$ cat config.mk
export PLATFORM = sky130hd
export DESIGN_NAME = vga_timing_gen
export DESIGN_NICKNAME = d
export VERILOG_FILES = /design/src/rtl/vga_timing_pkg.sv /design/src/rtl/sync_delay_line.sv /design/src/rtl/vga_timing_gen.sv
export SDC_FILE = /design/constraint.sdc
export NUM_CORES = 1
export LEC_CHECK = 0
export ABC_AREA = 1
export BUFFER_PORTS_ARGS = -buffer_cell sky130_fd_sc_hd__buf_4
export CAP_MARGIN = 20
export CORE_MARGIN = 3
export CORE_UTILIZATION = 45
export CTS_BUF_LIST = sky130_fd_sc_hd__clkbuf_8 sky130_fd_sc_hd__clkbuf_16
export CTS_CLUSTER_SIZE = 8
export DETAILED_ROUTE_END_ITERATION = 10
export GPL_TIMING_DRIVEN = 0
export PLACE_DENSITY = 0.78
export SLEW_MARGIN = 20
export SYNTH_ARGS = -nofsm -noshare
export SYNTH_HDL_FRONTEND = slang
export SYNTH_SLANG_ARGS = --single-unit
$ cat constraint.sdc
create_clock -name vga_clk -period 3.15 [get_ports vga_clk]
set_clock_uncertainty 0.15 [all_clocks]
set_input_delay 0.4725 -clock vga_clk [delete_from_list [all_inputs] [get_ports vga_clk]]
set_output_delay 0.4725 -clock vga_clk [all_outputs]
set_load 0.1 [all_outputs]
$ cat src/rtl/vga_timing_pkg.sv
`default_nettype none
// ============================================================================
// Module : vga_timing_pkg
// Brief  : Default 640x480@60 raster constants and the shared coordinate type.
// Rev    : 1.0
// ============================================================================
package vga_timing_pkg;

  localparam int COORD_W = 10;

  localparam int DEF_H_VISIBLE  = 640;
  localparam int DEF_H_FRONT    = 16;
  localparam int DEF_H_SYNC     = 96;
  localparam int DEF_H_BACK     = 48;
  localparam int DEF_V_VISIBLE  = 480;
  localparam int DEF_V_FRONT    = 10;
  localparam int DEF_V_SYNC     = 2;
  localparam int DEF_V_BACK     = 33;
  localparam int DEF_SYNC_DELAY = 2;

  // Sync windows are inclusive [START, END]
  localparam int H_TOTAL      = DEF_H_VISIBLE + DEF_H_FRONT + DEF_H_SYNC + DEF_H_BACK;
  localparam int V_TOTAL      = DEF_V_VISIBLE + DEF_V_FRONT + DEF_V_SYNC + DEF_V_BACK;
  localparam int H_SYNC_START = DEF_H_VISIBLE + DEF_H_FRONT;
  localparam int H_SYNC_END   = H_SYNC_START + DEF_H_SYNC - 1;
  localparam int V_SYNC_START = DEF_V_VISIBLE + DEF_V_FRONT;
  localparam int V_SYNC_END   = V_SYNC_START + DEF_V_SYNC - 1;

  typedef logic [COORD_W-1:0] coord_t;

  function automatic coord_t to_coord(input int value);
    return coord_t'(value);
  endfunction

endpackage : vga_timing_pkg
`default_nettype wire

$ cat src/rtl/sync_delay_line.sv
`default_nettype none
// ============================================================================
// Module : sync_delay_line
// Brief  : DEPTH-stage 1-bit shift register resetting to 1; DEPTH=0 is a wire.
// Rev    : 1.0
// ============================================================================
module sync_delay_line #(
  parameter int DEPTH = 2
) (
  input  logic vga_clk,
  input  logic reset,
  input  logic d,
  output logic q
);

  generate
    if (DEPTH == 0) begin : g_bypass
      logic w_unused;
      assign w_unused = vga_clk ^ reset;
      assign q        = d;
    end else begin : g_shift
      logic [DEPTH-1:0] r_stage;

      always_ff @(posedge vga_clk) begin
        if (reset) begin
          r_stage <= '1;
        end else begin
          r_stage[0] <= d;
          for (int i = 1; i < DEPTH; i++) begin
            r_stage[i] <= r_stage[i-1];
          end
        end
      end

      assign q = r_stage[DEPTH-1];
    end
  endgenerate

endmodule : sync_delay_line
`default_nettype wire

$ cat src/rtl/vga_timing_gen.sv
`default_nettype none
// ============================================================================
// Module : vga_timing_gen
// Brief  : VGA raster counters, active-video/event decodes and delayed syncs.
// Rev    : 1.0
// ============================================================================
module vga_timing_gen
  import vga_timing_pkg::*;
#(
  parameter int H_VISIBLE  = DEF_H_VISIBLE,
  parameter int H_FRONT    = DEF_H_FRONT,
  parameter int H_SYNC     = DEF_H_SYNC,
  parameter int H_BACK     = DEF_H_BACK,
  parameter int V_VISIBLE  = DEF_V_VISIBLE,
  parameter int V_FRONT    = DEF_V_FRONT,
  parameter int V_SYNC     = DEF_V_SYNC,
  parameter int V_BACK     = DEF_V_BACK,
  parameter int SYNC_DELAY = DEF_SYNC_DELAY
) (
  input  logic       vga_clk,
  input  logic       reset,
  output logic [9:0] DrawX,
  output logic [9:0] DrawY,
  output logic       blank,
  output logic       hs,
  output logic       vs,
  output logic       line_end,
  output logic       frame_end
);

  localparam int LINE_TOTAL  = H_VISIBLE + H_FRONT + H_SYNC + H_BACK;
  localparam int FRAME_TOTAL = V_VISIBLE + V_FRONT + V_SYNC + V_BACK;

  localparam coord_t HC_LAST  = to_coord(LINE_TOTAL - 1);
  localparam coord_t VC_LAST  = to_coord(FRAME_TOTAL - 1);
  localparam coord_t HC_VIS   = to_coord(H_VISIBLE);
  localparam coord_t VC_VIS   = to_coord(V_VISIBLE);
  localparam coord_t HS_START = to_coord(H_VISIBLE + H_FRONT);
  localparam coord_t HS_END   = to_coord(H_VISIBLE + H_FRONT + H_SYNC - 1);
  localparam coord_t VS_START = to_coord(V_VISIBLE + V_FRONT);
  localparam coord_t VS_END   = to_coord(V_VISIBLE + V_FRONT + V_SYNC - 1);

  coord_t r_hc;
  coord_t r_vc;
  logic   w_line_last;
  logic   w_frame_last;
  logic   w_hs_raw;
  logic   w_vs_raw;

  assign w_line_last  = (r_hc == HC_LAST);
  assign w_frame_last = w_line_last && (r_vc == VC_LAST);

  always_ff @(posedge vga_clk) begin
    if (reset) begin
      r_hc <= '0;
      r_vc <= '0;
    end else if (w_line_last) begin
      r_hc <= '0;
      r_vc <= (r_vc == VC_LAST) ? '0 : r_vc + 10'd1;
    end else begin
      r_hc <= r_hc + 10'd1;
    end
  end

  assign DrawX     = r_hc;
  assign DrawY     = r_vc;
  assign blank     = (r_hc < HC_VIS) && (r_vc < VC_VIS);
  assign line_end  = w_line_last;
  assign frame_end = w_frame_last;

  // vs decodes vc only, so it flips on the line wrap edge
  assign w_hs_raw = !((r_hc >= HS_START) && (r_hc <= HS_END));
  assign w_vs_raw = !((r_vc >= VS_START) && (r_vc <= VS_END));

  sync_delay_line #(
    .DEPTH (SYNC_DELAY)
  ) u_hs_dly (
    .vga_clk (vga_clk),
    .reset   (reset),
    .d       (w_hs_raw),
    .q       (hs)
  );

  sync_delay_line #(
    .DEPTH (SYNC_DELAY)
  ) u_vs_dly (
    .vga_clk (vga_clk),
    .reset   (reset),
    .d       (w_vs_raw),
    .q       (vs)
  );

endmodule : vga_timing_gen
`default_nettype wire

==> run summary <==
Outcome = finished, final reports clean
Max Fclk = 398.2 MHz
Syn Std Cell Area = 1260 um^2
Post-Syn Nets = 190
Power after layout = 528.7 uW
Critical path's slowest cell = dfxtp_1
Core Area = 2567 um^2
Actual slew at the worst max-slew pin = 0.2917 ns
Worst skew pair latency = 0.26 ns
Commonest non-fill, non-tap cell in the layout = nand2_1
Fillers = 263
I/O pin count = 27
Share of layout cells above drive strength 1 = 0.2066
WHS = 0.2582 ns
RSZ-0062 raised after global routing = no
Hold/Removal Path Class = register to register
Via count = 1,221
Post-route non-filler standard cell count = 243
Nets = 221
Mapped Cells = 184
Die area = 3471 um^2
# port buffers = 26
Max incr delay on CP = 0.41 ns
Largest net degree at the start of global routing = 13
Worst path most repeated cell = nor2_4
Post-Syn Area per Cell = 6.848 um^2
Crit Path Class = register to output pin
Antenna cells = 0
Cell Chain, Critical Path = ha_1 -> nand2_2 -> nor2_8 -> inv_2 -> nor2_4 -> inv_1 -> nor2_4 -> buf_4
Cell family with most CP delay = simple AND/OR/NAND/NOR gates
Grt total ovfl = 0
Final count of negative-setup-slack endpoints = 0
Placer congestion estimate = 0.8730
Layout area overhead = 22.34%
Clock buffer depth = 2
Pleak = 0.0007365 uW
CP Buf/Inv Count = 3
Max_cap viols = 0
Initial antenna violation count = 0
CTS tree = done
GR Util All Layers = 0.1645
Sequential share of the synthesized area = 0.3813
Placed Cells = 240
Critical Path Start Type = register
Initial Util = 0.4907
Max-slew violations = 0
Worst-path clk slew = 0.08 ns
Drt total wl = 2575 um
Post-CTS setup buffer count = 0
Clock Sinks = 24
Row count = 18
Share of the synthesized area in the top cell type = 0.3813
Detail Route Antenna Nets = 0
Worst EP required = 2.53 ns
Setup tns final = 0 ns
Most frequent cells in the layout = 43 x nand2_1, 35 x nor2_1, 26 x buf_4
Yosys Warn Count = 0
Routed len/inst = 10.60 um
CP Max Fanout = 6
DR vias/cell = 5.025
Final HPWL from detailed placement = 2025 um
First-pass GRT wire length = 4443 um
Pwr dens = 343.0 nW/um^2
Final Hold Viols = 0
TritonRoute pass-1 iters = 4
Main area contributors after synthesis = dfxtp_1 38%, nand2_1 13%, nor2_1 11%
Chip width = 58.92 um
DIE HEIGHT = 58.92 um
Worst EP arrival = 1.89 ns
H-tree levels = 1
Max VDD drop = 0.1874 mV
Hold_buf cts = 0
Clock Root Buffer = clkbuf_8
Vias in the first global route = 1,043
Final Cycle Share = 0.7972
Area leader, netlist = dfxtp_1
DRC viols = 0
Final min period = 2.511 ns
CP endpoint kind = output pin
Resized Gates After CTS = 0
Library cells used by synthesis = 26
Relative slew slack = 0.8048
CTS Buf Count = 3
#FFs+latches synth = 24
Initial DRC count = 39
## path summary, 6_finish.rpt
check                                    from                     endpoint  slack [ns]  cells past startpoint
setup / recovery                     DrawX[0]                    frame_end        0.64                      8
hold / removal    u_vs_dly.g_shift.r_stage[0]  u_vs_dly.g_shift.r_stage[1]        0.26                      1
setup reg to reg                     DrawX[0]                     DrawY[6]        1.42                      9
hold reg to reg   u_vs_dly.g_shift.r_stage[0]  u_vs_dly.g_shift.r_stage[1]        0.26                      1
## kinds of logic after synthesis
family / count (synthesis) / share of synthesized area
flip-flops: 24 / 0.3813
buffers and inverters: 30 / 0.1013
AND/OR/NAND/NOR: 113 / 0.4061
XOR/XNOR: 2 / 0.01391
AO/OA/AOI/OAI: 11 / 0.05761
adder cells (fa/ha/maj): 4 / 0.03972
## layer usage
metal / vias up / GRT usage / wire [um]
met5: - / 0 / 0
met4: 0 / 0.05825 / 40
met3: 5 / 0.02632 / 101
met2: 22 / 0.2792 / 1230
met1: 556 / 0.2094 / 1204
li1: 638 / - / -
## area by class of cell
cell class | instances | area (um^2) | area share
plain buffers | 2 | 22.52 | 0.01461
clock buffers | 3 | 41.29 | 0.02679
inverters | 28 | 105.1 | 0.06818
multi-input cells | 130 | 659.4 | 0.4278
flip-flops and latches | 24 | 480.5 | 0.3117
well taps | 30 | 37.54 | 0.02435
repair buffers | 26 | 195.2 | 0.1266
## flip-flops by register name, indices dropped and copies added (netlist names)
signal                    cells
DrawX                        10
DrawY                        10
u_hs_dly.g_shift.r_stage      2
u_vs_dly.g_shift.r_stage      2
## cells in the mapped netlist
cell	number
nor3b_1	2
o211ai_1	1
o21bai_1	1
nor2_8	1
nand2_2	2
nand3b_1	1
nor2_1	36
inv_2	3
nand2_1	43
nand3_1	16
buf_6	2
nand3_2	1
inv_1	25
ha_1	4
o2111ai_1	1
dfxtp_1	24
nor3_1	3
o21ai_2	1
a21oi_1	5
nor4_1	2
xor2_1	2
nor2_4	1
nand4_1	3
o22ai_1	1
a21oi_2	1
or2_2	2
## per-stage QoR
step	util	setup slack, ns	instance area (um^2)
6_report	0.6004	0.6388	1541
5_1_grt	0.6004	0.4967	1541
3_5_place_dp	0.5843	0.9165	1500
4_1_cts	0.6004	0.6194	1541
2_1_floorplan	-	0.09776	1267
3_3_place_gp	0.5843	0.9511	1500
## power by group
group | switching [uW] | internal, uW
clock | 89.0 | 85.3
sequential | 3.63 | 306
combinational | 34.6 | 9.87
Power figures use the tool's default switching activity.
